### src/rtl/lsu_ctrl.sv
// lsu_ctrl: single-port load/store controller between a RISC-V style request
// port and a word-wide RAM with a combinational read path.
// Loads take READ then RESP; SW goes straight to WRITE; SB/SH do a
// read-modify-write (READ, WRITE, RESP); bad requests go directly to RESP.
// Optional feature macro: LSU_ALIGN_CHECK_EN (reject misaligned half/word
// accesses instead of aligning them down).
module lsu_ctrl #(
    parameter int RAM_AW = 14
) (
    input  logic        clk,
    input  logic        rst,
    input  logic        req_valid,
    output logic        req_ready,
    input  logic        req_we,
    input  logic [2:0]  req_funct3,
    input  logic [31:0] req_addr,
    input  logic [31:0] req_wdata,
    output logic        resp_valid,
    output logic [31:0] resp_rdata,
    output logic        resp_err,
    output logic        ram_en,
    output logic [31:0] ram_addr,
    output logic [31:0] ram_wdata,
    input  logic [31:0] ram_rdata
);

    // The word index ram_addr[RAM_AW+1:2] must fit inside a 32-bit address.
    if (RAM_AW < 1 || RAM_AW > 30) begin : g_aw_range
        $error("lsu_ctrl: RAM_AW must be in 1..30");
    end

    typedef enum logic [1:0] {IDLE, READ, WRITE, RESP} state_t;

    state_t      state_q;
    logic        we_q;
    logic [2:0]  f3_q;
    logic [31:0] addr_q;
    logic [15:0] wdata_q;      // only SB/SH need the latched data; SW writes req_wdata directly
    logic        resp_valid_q;
    logic        resp_err_q;
    logic [31:0] resp_rdata_q;
    logic        ram_en_q;
    logic [31:0] ram_addr_q;
    logic [31:0] ram_wdata_q;

    logic        req_bad_d;
    logic [31:0] rd_ext_d;
    logic [31:0] merged_d;

    // Funct3 codes outside the supported load/store widths.
    function automatic logic bad_funct3(input logic we, input logic [2:0] f3);
        if (we) return f3[2] | (f3[1:0] == 2'b11);
        return (f3[1:0] == 2'b11) | (f3 == 3'b110);
    endfunction

    // Select byte/half from the read word and sign- or zero-extend it.
    function automatic logic [31:0] load_ext(input logic [31:0] word, input logic [2:0] f3,
                                             input logic [1:0] a);
        logic [7:0]  b;
        logic [15:0] h;
        logic [31:0] r;
        b = word[{a, 3'b000} +: 8];
        h = a[1] ? word[31:16] : word[15:0];
        case (f3[1:0])
            2'b00:   r = {{24{b[7] & ~f3[2]}}, b};
            2'b01:   r = {{16{h[15] & ~f3[2]}}, h};
            default: r = word;
        endcase
        return r;
    endfunction

    // Replace only the addressed byte or half of the old word.
    function automatic logic [31:0] merge(input logic [31:0] old, input logic [15:0] wd,
                                          input logic [2:0] f3, input logic [1:0] a);
        logic [31:0] r;
        r = old;
        if (f3[1:0] == 2'b00) begin
            r[{a, 3'b000} +: 8] = wd[7:0];
        end else if (a[1]) begin
            r[31:16] = wd;
        end else begin
            r[15:0] = wd;
        end
        return r;
    endfunction

    // Request classification and datapath results for the current state.
    always_comb begin
        req_bad_d = bad_funct3(req_we, req_funct3);
`ifdef LSU_ALIGN_CHECK_EN
        if ((req_funct3[1:0] == 2'b01 && req_addr[0]) ||
            (req_funct3[1:0] == 2'b10 && req_addr[1:0] != 2'b00))
            req_bad_d = 1'b1;
`endif
        rd_ext_d = load_ext(ram_rdata, f3_q, addr_q[1:0]);
        merged_d = merge(ram_rdata, wdata_q, f3_q, addr_q[1:0]);
    end

    // Controller FSM with registered RAM and response outputs.
    always_ff @(posedge clk) begin
        if (rst) begin
            state_q      <= IDLE;
            resp_valid_q <= 1'b0;
            resp_err_q   <= 1'b0;
            resp_rdata_q <= '0;
            ram_en_q     <= 1'b0;
            ram_addr_q   <= '0;
            ram_wdata_q  <= '0;
        end else begin
            resp_valid_q <= 1'b0;
            resp_err_q   <= 1'b0;
            resp_rdata_q <= '0;
            ram_en_q     <= 1'b0;
            ram_addr_q   <= '0;
            ram_wdata_q  <= '0;
            case (state_q)
                IDLE: begin
                    if (req_valid) begin
                        we_q    <= req_we;
                        f3_q    <= req_funct3;
                        addr_q  <= req_addr;
                        wdata_q <= req_wdata[15:0];
                        if (req_bad_d) begin
                            state_q      <= RESP;
                            resp_valid_q <= 1'b1;
                            resp_err_q   <= 1'b1;
                        end else if (req_we && req_funct3[1:0] == 2'b10) begin
                            state_q     <= WRITE;
                            ram_en_q    <= 1'b1;
                            ram_addr_q  <= {req_addr[31:2], 2'b00};
                            ram_wdata_q <= req_wdata;
                        end else begin
                            state_q    <= READ;
                            ram_addr_q <= {req_addr[31:2], 2'b00};
                        end
                    end
                end
                READ: begin
                    if (we_q) begin
                        state_q     <= WRITE;
                        ram_en_q    <= 1'b1;
                        ram_addr_q  <= {addr_q[31:2], 2'b00};
                        ram_wdata_q <= merged_d;
                    end else begin
                        state_q      <= RESP;
                        resp_valid_q <= 1'b1;
                        resp_rdata_q <= rd_ext_d;
                    end
                end
                WRITE: begin
                    state_q      <= RESP;
                    resp_valid_q <= 1'b1;
                end
                default: state_q <= IDLE;
            endcase
        end
    end

    // Reset masks the outputs within the reset cycle itself, so an
    // in-flight WRITE is suppressed immediately.
    assign req_ready  = (state_q == IDLE) && !rst;
    assign resp_valid = resp_valid_q & ~rst;
    assign resp_err   = resp_err_q & ~rst;
    assign resp_rdata = rst ? '0 : resp_rdata_q;
    assign ram_en     = ram_en_q & ~rst;
    assign ram_addr   = rst ? '0 : ram_addr_q;
    assign ram_wdata  = rst ? '0 : ram_wdata_q;

endmodule

### config.mk
export PLATFORM = sky130hd
export DESIGN_NAME = lsu_ctrl
export DESIGN_NICKNAME = d
export VERILOG_FILES = /design/src/rtl/lsu_ctrl.sv
export SDC_FILE = /design/constraint.sdc
export NUM_CORES = 1
export LEC_CHECK = 0
export CORE_ASPECT_RATIO = 2
export CORE_MARGIN = 3
export CORE_UTILIZATION = 48
export CTS_BUF_LIST = sky130_fd_sc_hd__clkbuf_8
export DETAILED_ROUTE_END_ITERATION = 8
export HOLD_SLACK_MARGIN = 0.12
export PLACE_DENSITY = 0.94
export SYNTH_ARGS = -nofsm -noshare
export SYNTH_HDL_FRONTEND = slang
export SYNTH_SLANG_ARGS = --single-unit
### constraint.sdc
create_clock -name clk -period 2.8 [get_ports clk]
set_input_delay 0.56 -clock clk [delete_from_list [all_inputs] [get_ports clk]]
set_output_delay 0.56 -clock clk [all_outputs]
set_load 0.03 [all_outputs]
==> flow_metrics.py <==
metrics = {
    "critical_path": {
        "worstSetupPathType": "flip-flop to output pin",
        "rr_worst_depth": 5,
        "cp-start-kind": "flip-flop",
        "crit-reg2reg-launch": "addr_q[0]$_DFFE_PP_",
        "slowest_stage": "clkdlybuf4s50_1",
        "crit_arrival_ns": 2.12,
        "critical_path_buf_inv_count": 2,
        "required_ns": 2.24,
        "r2r_end": "ram_wdata_q[24]$_SDFF_PP0_",
        "cpLargestDelayFamily": "buffers and inverters",
        "crit_fanout": 7,
        "rrSetupSlack_ns": 0.45,
        "crit_chain": "inv_1 > ha_1 > nor2b_1 > clkdlybuf4s50_1",
        "crit_path_max_incr_delay_ns": 0.70,
        "cp-end-kind": "output pin",
    },
    "global_route": {
        "grt_max_degree": 45,
        "grt_pass1_wl_um": 30200,
        "grt-ovfl-total": 0,
        "antenna_found_initial": 0,
        "grt_pass1_vias": 5746,
        "grt_usage_pct": 26.8,
    },
    "power_and_ir_drop": {
        "power_leakage_nw": 3.31,
        "ir_drop_mv": 0.517,
        "power.density_nw_per_um2": 620,
        "total_power_w": 0.00567,
    },
    "cells_and_area": {
        "final_cell_area_um2": 9140,
        "fill_cells": 915,
        "nets": 928,
        "final_cell_count_no_fill": 981,
        "drive_gt1_share_pct": 8.81,
        "n_antenna_cell": 0,
        "syn2layout_area_growth_pct": 38.9,
    },
    "sta": {
        "relSlewSlack_pct": 34.8,
        "slew_viol_final": 0,
        "finalCritPeriodShare_pct": 95.6,
        "rsz0062_at_grt": "no",
        "worst_pin_slew_ns": 0.978,
        "finClkSkew_ns": 0.0168,
        "fmax_mhz": 374,
        "hold_viol_final": 0,
        "setup_violations": 0,
        "holdWs_ns": 0.476,
        "min_period_ns": 2.68,
        "setup_tns_ns": 0,
    },
    "place": {
        "hpwl_um": 15000,
        "io_buffers": 200,
        "place.gp.congestion": 0.875,
        "dpl_cell_area_um2": 8730,
        "place_inst": 949,
    },
    "drt": {
        "avgRoutedWirePerCell_um": 20.8,
        "drt_iter0_drc": 543,
        "first_pass_iters": 6,
        "vias": 5745,
        "vias_per_cell": 5.86,
        "routed_wl_um": 20400,
        "drc_errors": 0,
        "ant_nets": 0,
    },
    "cts": {
        "clk_pin_slew_ns": 0.10,
        "post_cts.repair.setup_buffers": 0,
        "clock-sinks": 151,
        "cts-hold-fix-buffers": 0,
        "cts_resized": 0,
        "cts_buffer_depth": 2,
        "cts_root_buffer": "clkbuf_8",
        "cts_tree": "yes",
        "htree_levels": 4,
        "clk_latency_ns": 0.46,
        "cts_buffers": 17,
    },
    "hold_path": {
        "min_from": "addr_q[20]$_DFFE_PP_",
        "hold_path_end": "ram_addr_q[20]$_SDFF_PP0_",
        "hold_depth": 1,
        "hold_path.class": "flip-flop to flip-flop",
    },
    "synthesis": {
        "async_reset_ff_share_pct": 0,
        "synth-seq-cells": 151,
        "synth.top_cell.area_share_pct": 30.1,
        "synth_edf_count": 52,
        "syn_area_um2": 6580,
        "synth_area_leaders": "dfxtp_1 30%, edfxtp_1 24%, nor2b_1 9.8%",
        "ys_warn_count": 0,
        "yosysTopAreaCell": "dfxtp_1",
        "synth.distinct_cells": 46,
        "seq_area_frac_synth_pct": 53.9,
        "ys.flop_type": "dfxtp_1",
        "syn_inst": 628,
        "synth_commonest_cells": "103 x nor2b_1, 99 x dfxtp_1, 60 x nand2_1",
        "avgSynthCellArea_um2": 10.5,
        "yosysMostFrequentCell": "nor2b_1",
    },
    "die": {
        "pin_count": 203,
        "coreArea_um2": 13200,
        "die_w_um": 88.8,
        "die_area_um2": 15200,
        "die_h_um": 172,
        "num_rows": 59,
        "start_util_pct": 49.8,
    },
    "outcome": {
        "status": "finished, final reports clean",
    },
    "job": {
        "max-cap-violations": 0,
    },
}
==> flip-flops by register name (all words and copies together), names as in the netlist <==
name          flops
ram_wdata_q      32
ram_en_q          1
we_q              1
state_q           2
f3_q              3
resp_err_q        1
resp_rdata_q     32
addr_q           32
ram_addr_q       30
wdata_q          16
resp_valid_q      1
==> placed cells by master (no fill, tap or decap), types with 2 or more instances in the layout <==
cell,count
a211o_1,7
a21oi_1,41
a221o_1,15
a221oi_1,25
a22o_1,30
and2_1,8
buf_12,3
buf_4,14
clkbuf_8,17
clkdlybuf4s50_1,199
clkinv_4,3
clkinv_8,4
conb_1,2
dfxtp_1,99
edfxtp_1,52
ha_1,9
inv_1,7
inv_2,2
inv_8,6
mux2_1,11
mux2_2,14
mux2i_1,2
nand2_1,60
nand2b_1,2
nor2_1,12
nor2b_1,103
nor3_1,6
o21ai_0,22
o21ai_1,29
or2_1,2
==> layer usage <==
layer	global-route usage (%)	share of wire (%)	vias up	wire length [µm]
li1	-	-	2639	-
met1	27.4	31	2642	6360
met2	47.0	53	374	10900
met3	6.86	8.8	90	1800
met4	17.2	6.9	0	1400
met5	0	0	-	0
==> kinds of logic (layout without fill, tap and decap cells) <==
group | count (synthesis) | count (layout) | share of synthesized area, %
AO/OA/AOI/OAI | 176 | 176 | 18.8
adder cells (fa/ha/maj) | 9 | 9 | 1.71
buffers and inverters | 57 | 257 | 3.75
flip-flops | 151 | 151 | 53.9
multiplexers | 27 | 27 | 4.58
other | 1 | 2 | 0.0570
AND/OR/NAND/NOR | 207 | 207 | 17.2
==> through the flow <==
| step | utilization, % | worst slack [ns] |
|---|---|---|
| 6_report | 69.2 | 0.124 |
| 3_3_place_gp | 66.1 | 0.359 |
| 3_5_place_dp | 66.1 | 0.242 |
| 5_1_grt | 69.2 | 0.0356 |
| 2_1_floorplan | - | 0.564 |
| 4_1_cts | 69.2 | 0.108 |
==> power breakdown <==
group	internal (W)	switching, W
sequential	0.00254	0.000123
combinational	0.000587	0.000741
clock	0.000683	0.000994
total	0.00381	0.00186
==> layout make-up <==
cell class	instances	area, µm²	share of cell area (%)
Inverter	9	33.8	0.370
Clock buffer	17	234	2.56
Sequential cell	151	3540	38.8
Timing Repair Buffer	216	2160	23.6
Multi-Input combinational cell	421	2810	30.7
Tap cell	152	190	2.08
Clock inverter	15	175	1.92
==> worst max path at each step <==
stage,cells after the start,to,start
floorplan,4,addr_q[0]$_DFFE_PP_,state_q[0]$_SDFFE_PP0P_
global placement,6,ram_addr_q[28]$_SDFF_PP0_,req_funct3[2]
detailed placement,6,ram_addr_q[19]$_SDFF_PP0_,req_funct3[2]
CTS,4,req_ready,state_q[0]$_SDFFE_PP0P_
global route,4,req_ready,state_q[1]$_SDFFE_PP0P_
finish,4,req_ready,state_q[0]$_SDFFE_PP0P_
No activity file was read; power rests on OpenSTA's default activity.
